===== src/rtl/rh_gpv_collector_pkg.sv =====
// Shared types and constants for the GPV vector-in collector.
package rh_gpv_collector_pkg;

  localparam int unsigned RHGPV_MAX_VECTOR_WIDTH = 1024;
  localparam int unsigned DROP_CNT_W             = 8;

  typedef enum logic [0:0] {
    IDLE = 1'b0,
    QUAL = 1'b1
  } state_e;

  // Saturating increment for the dropped-event counter.
  function automatic logic [DROP_CNT_W-1:0] sat_inc(input logic [DROP_CNT_W-1:0] v);
    return (&v) ? v : v + DROP_CNT_W'(1);
  endfunction

endpackage


===== src/rtl/rh_gpv_event_fifo.sv =====
// Synchronous event FIFO with wrap-bit pointers; head entry is presented directly.
module rh_gpv_event_fifo #(
  parameter int unsigned DEPTH   = 8,
  parameter type         entry_t = logic [7:0]
) (
  input  logic                   clk_i,
  input  logic                   rst_ni,
  input  logic                   push_i,
  input  entry_t                 push_data_i,
  input  logic                   pop_i,
  output entry_t                 head_o,
  output logic                   full_o,
  output logic                   empty_o,
  output logic [$clog2(DEPTH):0] level_o
);

  localparam int unsigned AW = $clog2(DEPTH);

  entry_t        mem_q [DEPTH];
  logic [AW:0]   wptr_q, wptr_d;
  logic [AW:0]   rptr_q, rptr_d;
  logic          do_push_c;
  logic          do_pop_c;

  assign full_o    = (wptr_q[AW] != rptr_q[AW]) && (wptr_q[AW-1:0] == rptr_q[AW-1:0]);
  assign empty_o   = (wptr_q == rptr_q);
  assign level_o   = wptr_q - rptr_q;
  assign head_o    = mem_q[rptr_q[AW-1:0]];
  // A full FIFO still accepts a push when the head leaves in the same cycle.
  assign do_pop_c  = pop_i && !empty_o;
  assign do_push_c = push_i && (!full_o || do_pop_c);

  always_comb begin
    wptr_d = wptr_q;
    rptr_d = rptr_q;
    if (do_push_c) wptr_d = wptr_q + (AW+1)'(1);
    if (do_pop_c)  rptr_d = rptr_q + (AW+1)'(1);
  end

  always_ff @(posedge clk_i or negedge rst_ni) begin
    if (!rst_ni) begin
      wptr_q <= '0;
      rptr_q <= '0;
    end else begin
      wptr_q <= wptr_d;
      rptr_q <= rptr_d;
    end
  end

  always_ff @(posedge clk_i or negedge rst_ni) begin
    if (!rst_ni) begin
      mem_q <= '{default: '0};
    end else if (do_push_c) begin
      mem_q[wptr_q[AW-1:0]] <= push_data_i;
    end
  end

endmodule


===== src/rtl/rh_gpv_vector_collector.sv =====
// GPV vector-in collector: masks and samples a DUT vector, filters glitches with a
// programmable stability window, and queues timestamped change events.
module rh_gpv_vector_collector
  import rh_gpv_collector_pkg::*;
#(
  parameter int unsigned VEC_W    = 32,
  parameter int unsigned TS_W     = 16,
  parameter int unsigned DEPTH    = 8,
  parameter int unsigned STABLE_W = 4
) (
  input  logic                   clk_i,
  input  logic                   rst_ni,
  input  logic                   enable_i,
  input  logic [STABLE_W-1:0]    stable_cycles_i,
  input  logic [VEC_W-1:0]       mask_i,
  input  logic [VEC_W-1:0]       vector_in_i,
  output logic                   ev_valid_o,
  input  logic                   ev_ready_i,
  output logic [VEC_W-1:0]       ev_vector_o,
  output logic [TS_W-1:0]        ev_ts_o,
  output logic                   ev_ovf_o,
  output logic [$clog2(DEPTH):0] ev_level_o,
  output logic [DROP_CNT_W-1:0]  drop_count_o
);

  typedef struct packed {
    logic [VEC_W-1:0] vector;
    logic [TS_W-1:0]  ts;
    logic             ovf;
  } entry_t;

  state_e                state_q, state_d;
  logic [VEC_W-1:0]      s1_q;
  logic [VEC_W-1:0]      ref_q, ref_d;
  logic [VEC_W-1:0]      cand_q, cand_d;
  logic [STABLE_W-1:0]   cnt_q, cnt_d;
  logic [TS_W-1:0]       ts_cand_q, ts_cand_d;
  logic [TS_W-1:0]       tsc_q, tsc_d;
  logic                  pending_ovf_q, pending_ovf_d;
  logic [DROP_CNT_W-1:0] drop_cnt_q, drop_cnt_d;

  logic   diff_ref_c;
  logic   match_cand_c;
  logic   cnt_done_c;
  logic   commit_c;
  logic   pop_c;
  logic   drop_c;
  logic   accept_c;
  logic   full_c;
  logic   empty_c;
  entry_t push_entry_c;
  entry_t head_c;

  assign diff_ref_c   = (s1_q != ref_q);
  assign match_cand_c = (s1_q == cand_q);
  assign cnt_done_c   = (cnt_q >= stable_cycles_i);

  // State register.
  always_ff @(posedge clk_i or negedge rst_ni) begin
    if (!rst_ni) state_q <= IDLE;
    else         state_q <= state_d;
  end

  // Next-state logic; disabling collection always parks the filter.
  always_comb begin
    state_d = state_q;
    if (!enable_i) begin
      state_d = IDLE;
    end else begin
      unique case (state_q)
        IDLE:    if (diff_ref_c) state_d = QUAL;
        QUAL:    if (!diff_ref_c || commit_c) state_d = IDLE;
        default: state_d = IDLE;
      endcase
    end
  end

  // Filter datapath and commit decision.
  always_comb begin
    commit_c  = 1'b0;
    ref_d     = ref_q;
    cand_d    = cand_q;
    cnt_d     = cnt_q;
    ts_cand_d = ts_cand_q;
    if (!enable_i) begin
      ref_d = s1_q;
    end else begin
      unique case (state_q)
        IDLE: begin
          if (diff_ref_c) begin
            cand_d    = s1_q;
            cnt_d     = '0;
            ts_cand_d = tsc_q;
          end
        end
        QUAL: begin
          if (diff_ref_c) begin
            if (!match_cand_c) begin
              cand_d    = s1_q;
              cnt_d     = '0;
              ts_cand_d = tsc_q;
            end else if (cnt_done_c) begin
              commit_c = 1'b1;
              ref_d    = cand_q;
            end else begin
              cnt_d = cnt_q + STABLE_W'(1);
            end
          end
        end
        default: ;
      endcase
    end
  end

  assign pop_c    = ev_valid_o && ev_ready_i;
  assign drop_c   = commit_c && full_c && !pop_c;
  assign accept_c = commit_c && !drop_c;

  always_comb begin
    push_entry_c        = '0;
    push_entry_c.vector = cand_q;
    push_entry_c.ts     = ts_cand_q;
    push_entry_c.ovf    = pending_ovf_q;
  end

  // Timestamp and overflow bookkeeping.
  always_comb begin
    tsc_d         = enable_i ? tsc_q + TS_W'(1) : tsc_q;
    pending_ovf_d = pending_ovf_q;
    drop_cnt_d    = drop_cnt_q;
    if (drop_c) begin
      pending_ovf_d = 1'b1;
      drop_cnt_d    = sat_inc(drop_cnt_q);
    end else if (accept_c) begin
      pending_ovf_d = 1'b0;
    end
  end

  always_ff @(posedge clk_i or negedge rst_ni) begin
    if (!rst_ni) begin
      s1_q          <= '0;
      ref_q         <= '0;
      cand_q        <= '0;
      cnt_q         <= '0;
      ts_cand_q     <= '0;
      tsc_q         <= '0;
      pending_ovf_q <= 1'b0;
      drop_cnt_q    <= '0;
    end else begin
      s1_q          <= vector_in_i & mask_i;
      ref_q         <= ref_d;
      cand_q        <= cand_d;
      cnt_q         <= cnt_d;
      ts_cand_q     <= ts_cand_d;
      tsc_q         <= tsc_d;
      pending_ovf_q <= pending_ovf_d;
      drop_cnt_q    <= drop_cnt_d;
    end
  end

  rh_gpv_event_fifo #(
    .DEPTH   (DEPTH),
    .entry_t (entry_t)
  ) u_fifo (
    .clk_i       (clk_i),
    .rst_ni      (rst_ni),
    .push_i      (commit_c),
    .push_data_i (push_entry_c),
    .pop_i       (pop_c),
    .head_o      (head_c),
    .full_o      (full_c),
    .empty_o     (empty_c),
    .level_o     (ev_level_o)
  );

  assign ev_valid_o   = !empty_c;
  assign ev_vector_o  = head_c.vector;
  assign ev_ts_o      = head_c.ts;
  assign ev_ovf_o     = head_c.ovf;
  assign drop_count_o = drop_cnt_q;

endmodule


===== config.mk =====
export PLATFORM = sky130hd
export DESIGN_NAME = rh_gpv_vector_collector
export DESIGN_NICKNAME = d
export VERILOG_FILES = /design/src/rtl/rh_gpv_collector_pkg.sv /design/src/rtl/rh_gpv_event_fifo.sv /design/src/rtl/rh_gpv_vector_collector.sv
export SDC_FILE = /design/constraint.sdc
export NUM_CORES = 1
export LEC_CHECK = 0
export BUFFER_PORTS_ARGS = -buffer_cell sky130_fd_sc_hd__buf_4
export CAP_MARGIN = 40
export CORE_ASPECT_RATIO = 1.1
export CORE_UTILIZATION = 57
export DETAILED_ROUTE_END_ITERATION = 7
export GPL_ROUTABILITY_DRIVEN = 0
export PLACE_DENSITY = 0.79
export SLEW_MARGIN = 20
export SYNTH_ARGS = -nofsm -noshare
export SYNTH_HDL_FRONTEND = slang
export SYNTH_SLANG_ARGS = --single-unit

===== constraint.sdc =====
create_clock -name clk_i -period 5.25 [get_ports clk_i]
set_input_delay 1.575 -clock clk_i [delete_from_list [all_inputs] [get_ports clk_i]]
set_output_delay 1.575 -clock clk_i [all_outputs]
set_load 0.05 [all_outputs]

# == Word level (Yosys, flattened, before mapping) ==
# Index checks and enable logic that the tools add are counted.
# classes
add_sub_neg,6
n_mul,0
div_mod_pow,0
magnitude_cmp,4
eq_ne,13
n_shift,0
mux,35
bitwise_logic,5
n_reduce_logical,21
# ops
op,count
$bwmux 392,1
$mux 32,8
$bmux 49 s3,1
$demux 49 s3,1
$mux 49,3
$pmux 32 s2,1
$mux 16,3
$and 32x32->32,1
$eq 32x32->1,1
$ne 32x32->1,1
$pmux 16 s2,1
$add 16x1->16 const B,1
$mux 4,4
$add 4x1->4 const B,3
$reduce_and 4->1,3
$mux 1,10
$ne 2x1->1 const B,5
$add 8x1->8 const B,1
$ge 4x4->1 const B,2
$logic_and 1x1->1,8
$not 3->4,2
$pmux 4 s2,1
$reduce_and 8->1,1
$logic_not 1->1,5
13 further kinds,16
# word_totals
register_bits,542
latch_bits,0
ram_bits,0
rom_bits,0
inputBits,72
out_inout_bits,62
mem_count,0

# == Depth between registers and ports, before layout ==
# Gate-level depths: netlist of run 1.
# depth
word_depth,12
mapped_depth,11
mapped_depth_nobuf,9

# == Hierarchy ==
# From an unflattened synthesis of run 1, not the netlist that was laid out.
# unflattened
hier_cells,1741
hier_area_um2,24692.4
# by_module_without_submodules
mod,instances,cells_each,area_each_um2,seq_area_each_um2
rh_gpv_event_fifo,1,1165,18039.8,10009.6
rh_gpv_vector_collector,1,576,6652.6,3553.4

# == Worst setup path before layout of run 1 ==
# OpenSTA, ideal clock, no wires.
# synth_timing
path_kind,flip-flop to output port
from,reg u_fifo.rptr_q[1]
to,out ev_level_o[3]
t_arrival_ps,2368
setup_slack_ps,1307
path_stages_with_launch,8
cell_sequence,dfrtp_1 > clkbuf_1 > clkbuf_1 > inv_1 > ha_1 > a21o_1 > a21oi_1 > xnor2_1
# synth_via
elab_chain_len,1
# synth_lines
item,line,text
"start, declared",rh_gpv_event_fifo.sv:21,"logic [AW:0] rptr_q, rptr_d;"
"start signal, assigned",rh_gpv_event_fifo.sv:46,rptr_q <= rptr_d;
$sub 4x4->4,rh_gpv_event_fifo.sv:27,assign level_o = wptr_q - rptr_q;
"end, declared",rh_gpv_vector_collector.sv:22,"output logic [$clog2(DEPTH):0] ev_level_o,"
# No other way between the ends.

# == Final worst setup path of run 1 ==
# layout_timing
from,reg u_fifo.rptr_q[0]
to,out ev_vector_o[15]
# layout_via
elab_chain_len,4
# layout_lines
item,line,text
$not 3->4 (implied by the code),rh_gpv_event_fifo.sv:28,assign head_o = mem_q[rptr_q[AW-1:0]];
$bmux 49 s3,rh_gpv_event_fifo.sv:28,
$mux 49 (implied by the code) (2 in a row),rh_gpv_event_fifo.sv:28,
"end, declared",rh_gpv_vector_collector.sv:19,"output logic [VEC_W-1:0] ev_vector_o,"
# No other way between the ends. The select of a mux whose other input is x is not followed.

==> metrics.md, run 1 <==
| Metric | Value |
|---|---|
| Drc violations | `0` |
| Endpoints failing setup | `0` |
| Ys Warns | `0` |
| Clk_skew | `0.0209 ns` |
| Final Max Tran Viols | `0` |
| Leak pwr | `13.7 nW` |
| Clk root buf | `clkbuf_16` |
| Logic gate share of total power | `15.4%` |
| Global-route wire length before repair | `82900 µm` |
| Post-CTS Resized | `0` |
| Peak VDD IR | `0.266 mV` |
| Net switching power | `2.78 mW` |
| R2r endpoint | `ref_q[29]$_DFFE_PN0P_` |
| Synth Net Count | `between 1500 and 2000` |
| Die area | `43600 µm²` |
| H-tree levels | `2` |
| Netlist cell types | `35` |
| Clock Sinks | `roughly 540` |
| Worst skew pair latency | `about 0.6 ns` |
| Port Buffers | `133` |
| Setup repair after global routing missed its margin | `false` |
| Detail-routed via count per cell | `5.87` |
| Setup crit end kind | `output port` |
| P&R area growth vs syn | `13.6%` |
| Final min period | `roughly 4.3 ns` |
| DP Worst Slack | `0.970 ns` |
| Total setup buffers inserted after CTS | `0` |
| Reg-to-Reg Start | `cand_q[18]$_DFFE_PN0P_` |
| Initial antenna violation count | `1` |
| Number of nets in the layout | `1901` |
| Final period util | `82.7%` |
| Worst slew pin tran | `0.837 ns` |
| Fin Setup TNS | `0 ns` |
| Clock transition at path regs | `around 0.060 ns` |
| Setup slack after layout | `0.910 ns` |
| Core ar. | `42200 µm²` |
| PD cells | `358 nW/µm²` |
| Crit path buf inv count | `2` |
| Max cap viols | `0` |
| Filler Cells Inserted | `3049` |
| Register area share after synthesis | `about 56%` |
| Hold Path Class | `reg -> reg` |
| Die X | `199 µm` |
| FF-to-FF path depth | `8` |
| Worst-path fanout max | `21` |
| Total CTS buffers | `54` |
| Drt total wl | `51500 µm` |
| Final Hold Slack | `0.475 ns` |
| Final Hold Fails | `0` |
| Number of synthesized register bits | `542` |
| Critical-path cell list | `buf_4 > mux4_2 > nand2_1 > nand2_1 > buf_4` |
| Worst R2R Setup Slack | `about 1.6 ns` |
| Worst relative slew slack | `44.2%` |
| ANT nets after route | `0` |
| HP Start | `tsc_q[15]$_DFFE_PN0P_` |
| Most common cell after layout, fill and taps aside | `dfrtp_1` |
| Crit Path Class | `reg -> out` |
| Total GRT Usage | `24.8%` |
| Vias in the first global route | `14900` |
| Hold path cells | `1` |
| Clock buffer depth | `3` |
| Critical Path RT | `around 3.7 ns` |
| Hold Buf Count CTS | `0` |
| Gate Count Post-Synth | `1720` |
| Worst path max stage delay | `0.71 ns` |
| Setup crit start kind | `register` |
| Cell-internal power | `7.13 mW` |
| Post-Synthesis Cell Area | `24400 µm²` |
| Sw Ratio | `between 20% and 30%` |
| Row cnt | `79` |
| Outcome | `complete, no violations` |
| CTS tree | `built` |
| Drt first pass iters | `5` |
| Synth top area cells | `dfrtp_1 (56%), mux2_2 (20%), mux4_2 (9.1%)` |
| Die H | `between 200 and 250 µm` |
| Slowest cell on the critical path | `dfrtp_4` |
| Initial DRC Count | `686` |
| WL per Instance | `21.3 µm` |
| DP Area | `25900 µm²` |
| Max Fclk | `0.230 GHz` |
| Fin area | `27700 µm²` |
| Share of layout cells above drive strength 1 | `42.8%` |
| GRT overflow | `0` |
| Post-synth top area share | `55.7%` |
| Detail Placement HPWL | `between 30000 and 40000 µm` |
| Top delay family on crit path | `flip-flops` |
| Synth Area per Inst | `about 14 µm²` |
| Critical Path AT | `between 2 and 3 ns` |
| Commonest non-fill, non-tap cells in the layout | `dfrtp_1 (539), mux2_2 (443), nand2_1 (157), buf_4 (157), mux4_2 (98)` |
| Number of primary I/O pins | `134` |
| Synth area leader | `dfrtp_1` |
| Total Power | `between 9 and 10 mW` |
| Vias | `14200` |
| Hold Path End | `tsc_q[15]$_DFFE_PN0P_` |
| Clock power share | `between 30% and 40%` |
| Initial Utilization | `57.7%` |
| Sequential Power Share | `46.6%` |
| Largest net degree at the start of global routing | `142` |
## worst max-delay path by stage
stage                                            start                       endpoint  slack (ns)  cells past startpoint
final                     u_fifo.rptr_q[0]$_DFFE_PN0P_                ev_vector_o[15]        0.91                      5
after global routing      u_fifo.rptr_q[0]$_DFFE_PN0P_                ev_vector_o[12]        0.79                      5
after CTS                 u_fifo.rptr_q[0]$_DFFE_PN0P_                ev_vector_o[15]        0.88                      5
after detailed placement            stable_cycles_i[0]  u_fifo.mem_q[365]$_DFFE_PN0P_        0.97                     10
after global placement              stable_cycles_i[0]          ref_q[15]$_DFFE_PN0P_        1.05                     10
after floorplan           u_fifo.rptr_q[1]$_DFFE_PN0P_                  ev_level_o[3]        1.31                      7
## state kept, by name, summed over array words and instances, names as in the netlist
register / cells
cnt_q: 4
u_fifo.mem_q: 392
state_q: 1
ts_cand_q: 16
u_fifo.wptr_q: 4
ref_q: 32
pending_ovf_q: 1
tsc_q: 16
s1_q: 32
drop_count_o: 8
u_fifo.rptr_q: 4
cand_q: 32
## cells in the mapped netlist
cell type and n:
nand3_1 13, and2_1 32, nand2_1 157, nor4_1 15, ha_1 12, clkbuf_1 66, a31oi_1 1, a21oi_1 34
dfrtp_1 542, mux2i_1 33, inv_2 1, a21o_1 3, and4_1 1, nor3b_4 1, o21ai_0 3, nor3b_1 1
nand4_1 28, a32o_1 1, nand2b_1 1, xor2_1 36, buf_1 43, fa_1 1, mux4_2 98, a21boi_0 2
nor4b_1 1, nor2_1 40, mux2_2 443, nand3b_1 1, xnor2_1 59, and3_1 10, mux2_1 1, inv_1 12
nand4b_1 6, or3_1 5, buf_2 17
## metal layers
| layer | vias to the layer above | routed length [µm] | global-route usage [%] | share of wire [%] |
|---|---|---|---|---|
| met5 | - | 0 | 0 | 0 |
| li1 | 6317 | - | - | - |
| met2 | 334 | 25600 | 40.7 | 50 |
| met3 | 85 | 2230 | 3.72 | 4.3 |
| met4 | 0 | 1280 | 7.90 | 2.5 |
| met1 | 7486 | 22400 | 34.4 | 44 |
## power by group through the flow
stage | sequential, mW | clock (mW) | combinational (mW)
detailed placement | 4.70 | 0 | 1.55
floorplan | 4.49 | 0 | 1.15
CTS | 4.63 | 3.83 | 1.55
finish | 4.62 | 3.77 | 1.52
global route | 4.66 | 3.98 | 1.64
global placement | 4.69 | 0 | 1.54
## per-stage QoR
stage	utilization, %	instances
after floorplan	-	1720
after global placement	61.5	2327
after detailed placement	61.5	2327
after CTS	65.6	2420
after global routing	65.6	2421
final	65.6	2421
## layout make-up
type	count	area, µm²	area share (%)
clock buffer	79	1570	5.66
multi-input combinational	1039	10300	37.1
tap	567	709	2.56
inverter	13	48.8	0.176
sequential	542	13600	49.0
antenna	1	2.50	0.00904
clock inverter	14	159	0.574
timing repair buffer	166	1350	4.89
## cell families after synthesis
| family | share of synthesized area [%] |
|---|---|
| adder cells (fa/ha/maj) | 0.698 |
| flip-flops | 55.7 |
| multiplexers | 30.9 |
| XOR/XNOR | 3.42 |
| AO/OA/AOI/OAI | 0.981 |
| AND/OR/NAND/NOR | 6.07 |
| buffers and inverters | 2.23 |
## worst reg2reg max path: stages, from the launching register on
cell and delay [ns]:
dfrtp_1 0.59, xor2_1 0.17, nor4_1 0.32, nand4_1 0.13, or3_1 0.51, nor3b_2 0.73
buf_4 0.60, mux2i_1 0.34, a21oi_1 0.10
Power figures use the tool's default switching activity.
==> inputs of run 2 (changes only) <==
- clock period: 5.25 -> 4.5 ns (I/O delays scaled with it)
==> run 2 against run 1 <==
Global-route usage increased by 0.91 points. Power rose by 21%. Hold slack got worse by 0.0030 ns. Worst setup slack lost 0.40 ns. Sequential share of layout area shrank 0.50 points. Register-to-register slack worse by 0.80 ns. Via count grew 1.3%. Routed wire length grew 3.5%. Clock power is 27% higher. Clock skew fell by 0.0066 ns. Count of clock-buffer cells in the layout rose by 2. Final cell count up 0.29%. Critical path type unchanged. Critical endpoint is now ev_vector_o[11]. Largest cell class unchanged.
==> metrics.md, run 2 (synthesis results as in run 1) <==
| Metric | Value |
|---|---|
| Worst R2R Setup Slack | `0.78 ns (was 1.58 ns)` |
| Hold path cells | `1 (unchanged)` |
| Die area | `43600 µm² (unchanged)` |
| Critical Path RT | `3.15 ns (was 3.68 ns)` |
| Hold Buf Count CTS | `0 (unchanged)` |
| Post-CTS Resized | `0 (unchanged)` |
| Final Max Tran Viols | `0 (unchanged)` |
| Initial Utilization | `57.7% (unchanged)` |
| Drc violations | `0 (unchanged)` |
| Fin Setup TNS | `0 ns (unchanged)` |
| Top reg by flops | `u_fifo.mem_q (unchanged)` |
| Initial antenna violation count | `0 (was 1)` |
| Detail-routed via count per cell | `5.93 (was 5.87)` |
| Clk root buf | `clkbuf_16 (unchanged)` |
| Worst slew pin tran | `0.854 ns (was 0.837 ns)` |
| Port Buffers | `133 (unchanged)` |
| Crit Path Class | `reg -> out (unchanged)` |
| Final Hold Slack | `0.472 ns (was 0.475 ns)` |
| Detail Placement HPWL | `32400 µm (was 32100 µm)` |
| Total setup buffers inserted after CTS | `0 (unchanged)` |
| Worst relative slew slack | `42.8% (was 44.2%)` |
| Final period util | `88.8%` |
| Total CTS buffers | `54 (unchanged)` |
| Leak pwr | `13.9 nW (was 13.7 nW)` |
| Critical Path AT | `2.64 ns (was 2.77 ns)` |
| Worst skew pair latency | `0.60 ns (about the same)` |
| GRT overflow | `0 (unchanged)` |
| Number of primary I/O pins | `134 (unchanged)` |
| R2r endpoint | `ref_q[0]$_DFFE_PN0P_ (was ref_q[29]$_DFFE_PN0P_)` |
| WL per Instance | `21.9 µm (was 21.3 µm)` |
| Vias | `14400 (was 14200)` |
| ANT nets after route | `0 (unchanged)` |
| FF-to-FF path depth | `8 (unchanged)` |
| Initial DRC Count | `773 (was 686)` |
| PD cells | `429 nW/µm² (was 358 nW/µm²)` |
| H-tree levels | `2 (unchanged)` |
| Largest net degree at the start of global routing | `100 (was 142)` |
| Largest register FFs | `392 (unchanged)` |
| Share of layout cells above drive strength 1 | `43.4% (was 42.8%)` |
| Setup crit end kind | `output port (unchanged)` |
| Hold Path Class | `reg -> reg (unchanged)` |
| DP Worst Slack | `0.445 ns (was 0.970 ns)` |
| Setup slack after layout | `0.506 ns (was 0.910 ns)` |
| Drt first pass iters | `5 (unchanged)` |
| Total GRT Usage | `25.8% (was 24.8%)` |
| Setup repair after global routing missed its margin | `false (unchanged)` |
| Peak VDD IR | `0.416 mV (was 0.266 mV)` |
| CTS tree | `built (unchanged)` |
| HP Start | `tsc_q[15]$_DFFE_PN0P_ (unchanged)` |
| Die H | `219 µm (unchanged)` |
| Die X | `199 µm (unchanged)` |
| Vias in the first global route | `15400 (was 14900)` |
| Clock Sinks | `542 (unchanged)` |
| Global-route wire length before repair | `85800 µm (was 82900 µm)` |
| Reg-to-Reg Start | `cand_q[25]$_DFFE_PN0P_ (was cand_q[18]$_DFFE_PN0P_)` |
| ANT cells | `0 (was 1)` |
| Final Hold Fails | `0 (unchanged)` |
| Worst-path fanout max | `51 (was 21)` |
| Clock transition at path regs | `0.06 ns (about the same)` |
| Filler Cells Inserted | `2981 (was 3049)` |
| Clock buffer depth | `3 (unchanged)` |
| Hold Path End | `tsc_q[15]$_DFFE_PN0P_ (unchanged)` |
| Commonest non-fill, non-tap cells in the layout | `dfrtp_1 (539), mux2_2 (443), nand2_1 (157) (was dfrtp_1 (539), mux2_2 (443), nand2_1 (157), buf_4 (157), mux4_2 (98))` |
| Endpoints failing setup | `0 (unchanged)` |
| Setup crit start kind | `register (unchanged)` |
| Clk_skew | `0.0143 ns (was 0.0209 ns)` |
| Outcome | `complete, no violations (unchanged)` |
| Drt total wl | `53300 µm (was 51500 µm)` |
| Core ar. | `42200 µm² (unchanged)` |
| Max cap viols | `0 (unchanged)` |
| Max Fclk | `0.250 GHz` |
| Final cell count without fillers | `2428 (was 2421)` |
| Number of nets in the layout | `1901 (unchanged)` |
| Final min period | `approximately 4 ns` |
| Most common cell after layout, fill and taps aside | `dfrtp_1 (unchanged)` |
| P&R area growth vs syn | `14.8% (was 13.6%)` |
| Row cnt | `79 (unchanged)` |
| Placed Instances | `2327 (unchanged)` |
-- run 2: changes by cell type in the layout (fill, tap and decap cells not counted), sizes merged --
cell      previous run  this run
bufinv               3         6
clkinv               8        12
clkbuf              79        81
inv                 15        13
clkinvlp             1         2
diode                1         0
-- run 2: per-stage QoR --
stage	cell area (µm²)	power, mW	util (%)
final	28000	12.0	66.3
after global routing	28000	12.4	66.3
after detailed placement	26000	7.30	61.6
after global placement	26000	7.26	61.6
after CTS	28000	12.1	66.3
after floorplan	24400	6.58	-
-- run 2: routing by layer --
layer / track usage, % / share of wire [%] / up-vias
met5: 0 / 0 / -
met4: 8.51 / 2.4 / 0
met3: 3.35 / 4.7 / 101
met2: 44.1 / 52 / 360
met1: 34.1 / 41 / 7613
li1: - / - / 6331
-- run 2: how the worst max path moves through the flow --
stage | startpoint | end | slack, ns | cells after the start
floorplan | u_fifo.rptr_q[1]$_DFFE_PN0P_ | ev_level_o[3] | 0.78 | 7
global placement | stable_cycles_i[0] | ref_q[27]$_DFFE_PN0P_ | 0.53 | 10
detailed placement | stable_cycles_i[0] | ref_q[0]$_DFFE_PN0P_ | 0.44 | 10
CTS | u_fifo.rptr_q[0]$_DFFE_PN0P_ | ev_vector_o[11] | 0.42 | 5
global route | u_fifo.rptr_q[0]$_DFFE_PN0P_ | ev_vector_o[8] | 0.36 | 5
finish | u_fifo.rptr_q[0]$_DFFE_PN0P_ | ev_vector_o[11] | 0.51 | 5
-- run 2: cell type report --
cell class	instances	area [µm²]	area share (%)
multi-input cells	1039	10300	36.7
inverters	13	48.8	0.174
flip-flops and latches	542	13600	48.5
repair buffers	166	1420	5.06
well taps	567	709	2.54
clock inverters	20	267	0.953
clock buffers	81	1690	6.03
-- run 2: critical path, stage by stage, from the launching register on --
cell and delay [ns]:
dfrtp_4 0.60, buf_12 0.42, mux4_2 0.57, nand2_1 0.12, nand2_1 0.09, buf_4 0.20
-- run 2: where the power goes --
part	internal (mW)	leakage (nW)	total (mW)	switching [mW]
registers	5.02	7.40	5.37	0.351
logic	0.720	5.51	1.81	1.09
clock network	2.93	0.968	4.80	1.87
total	8.67	13.9	12.0	3.31
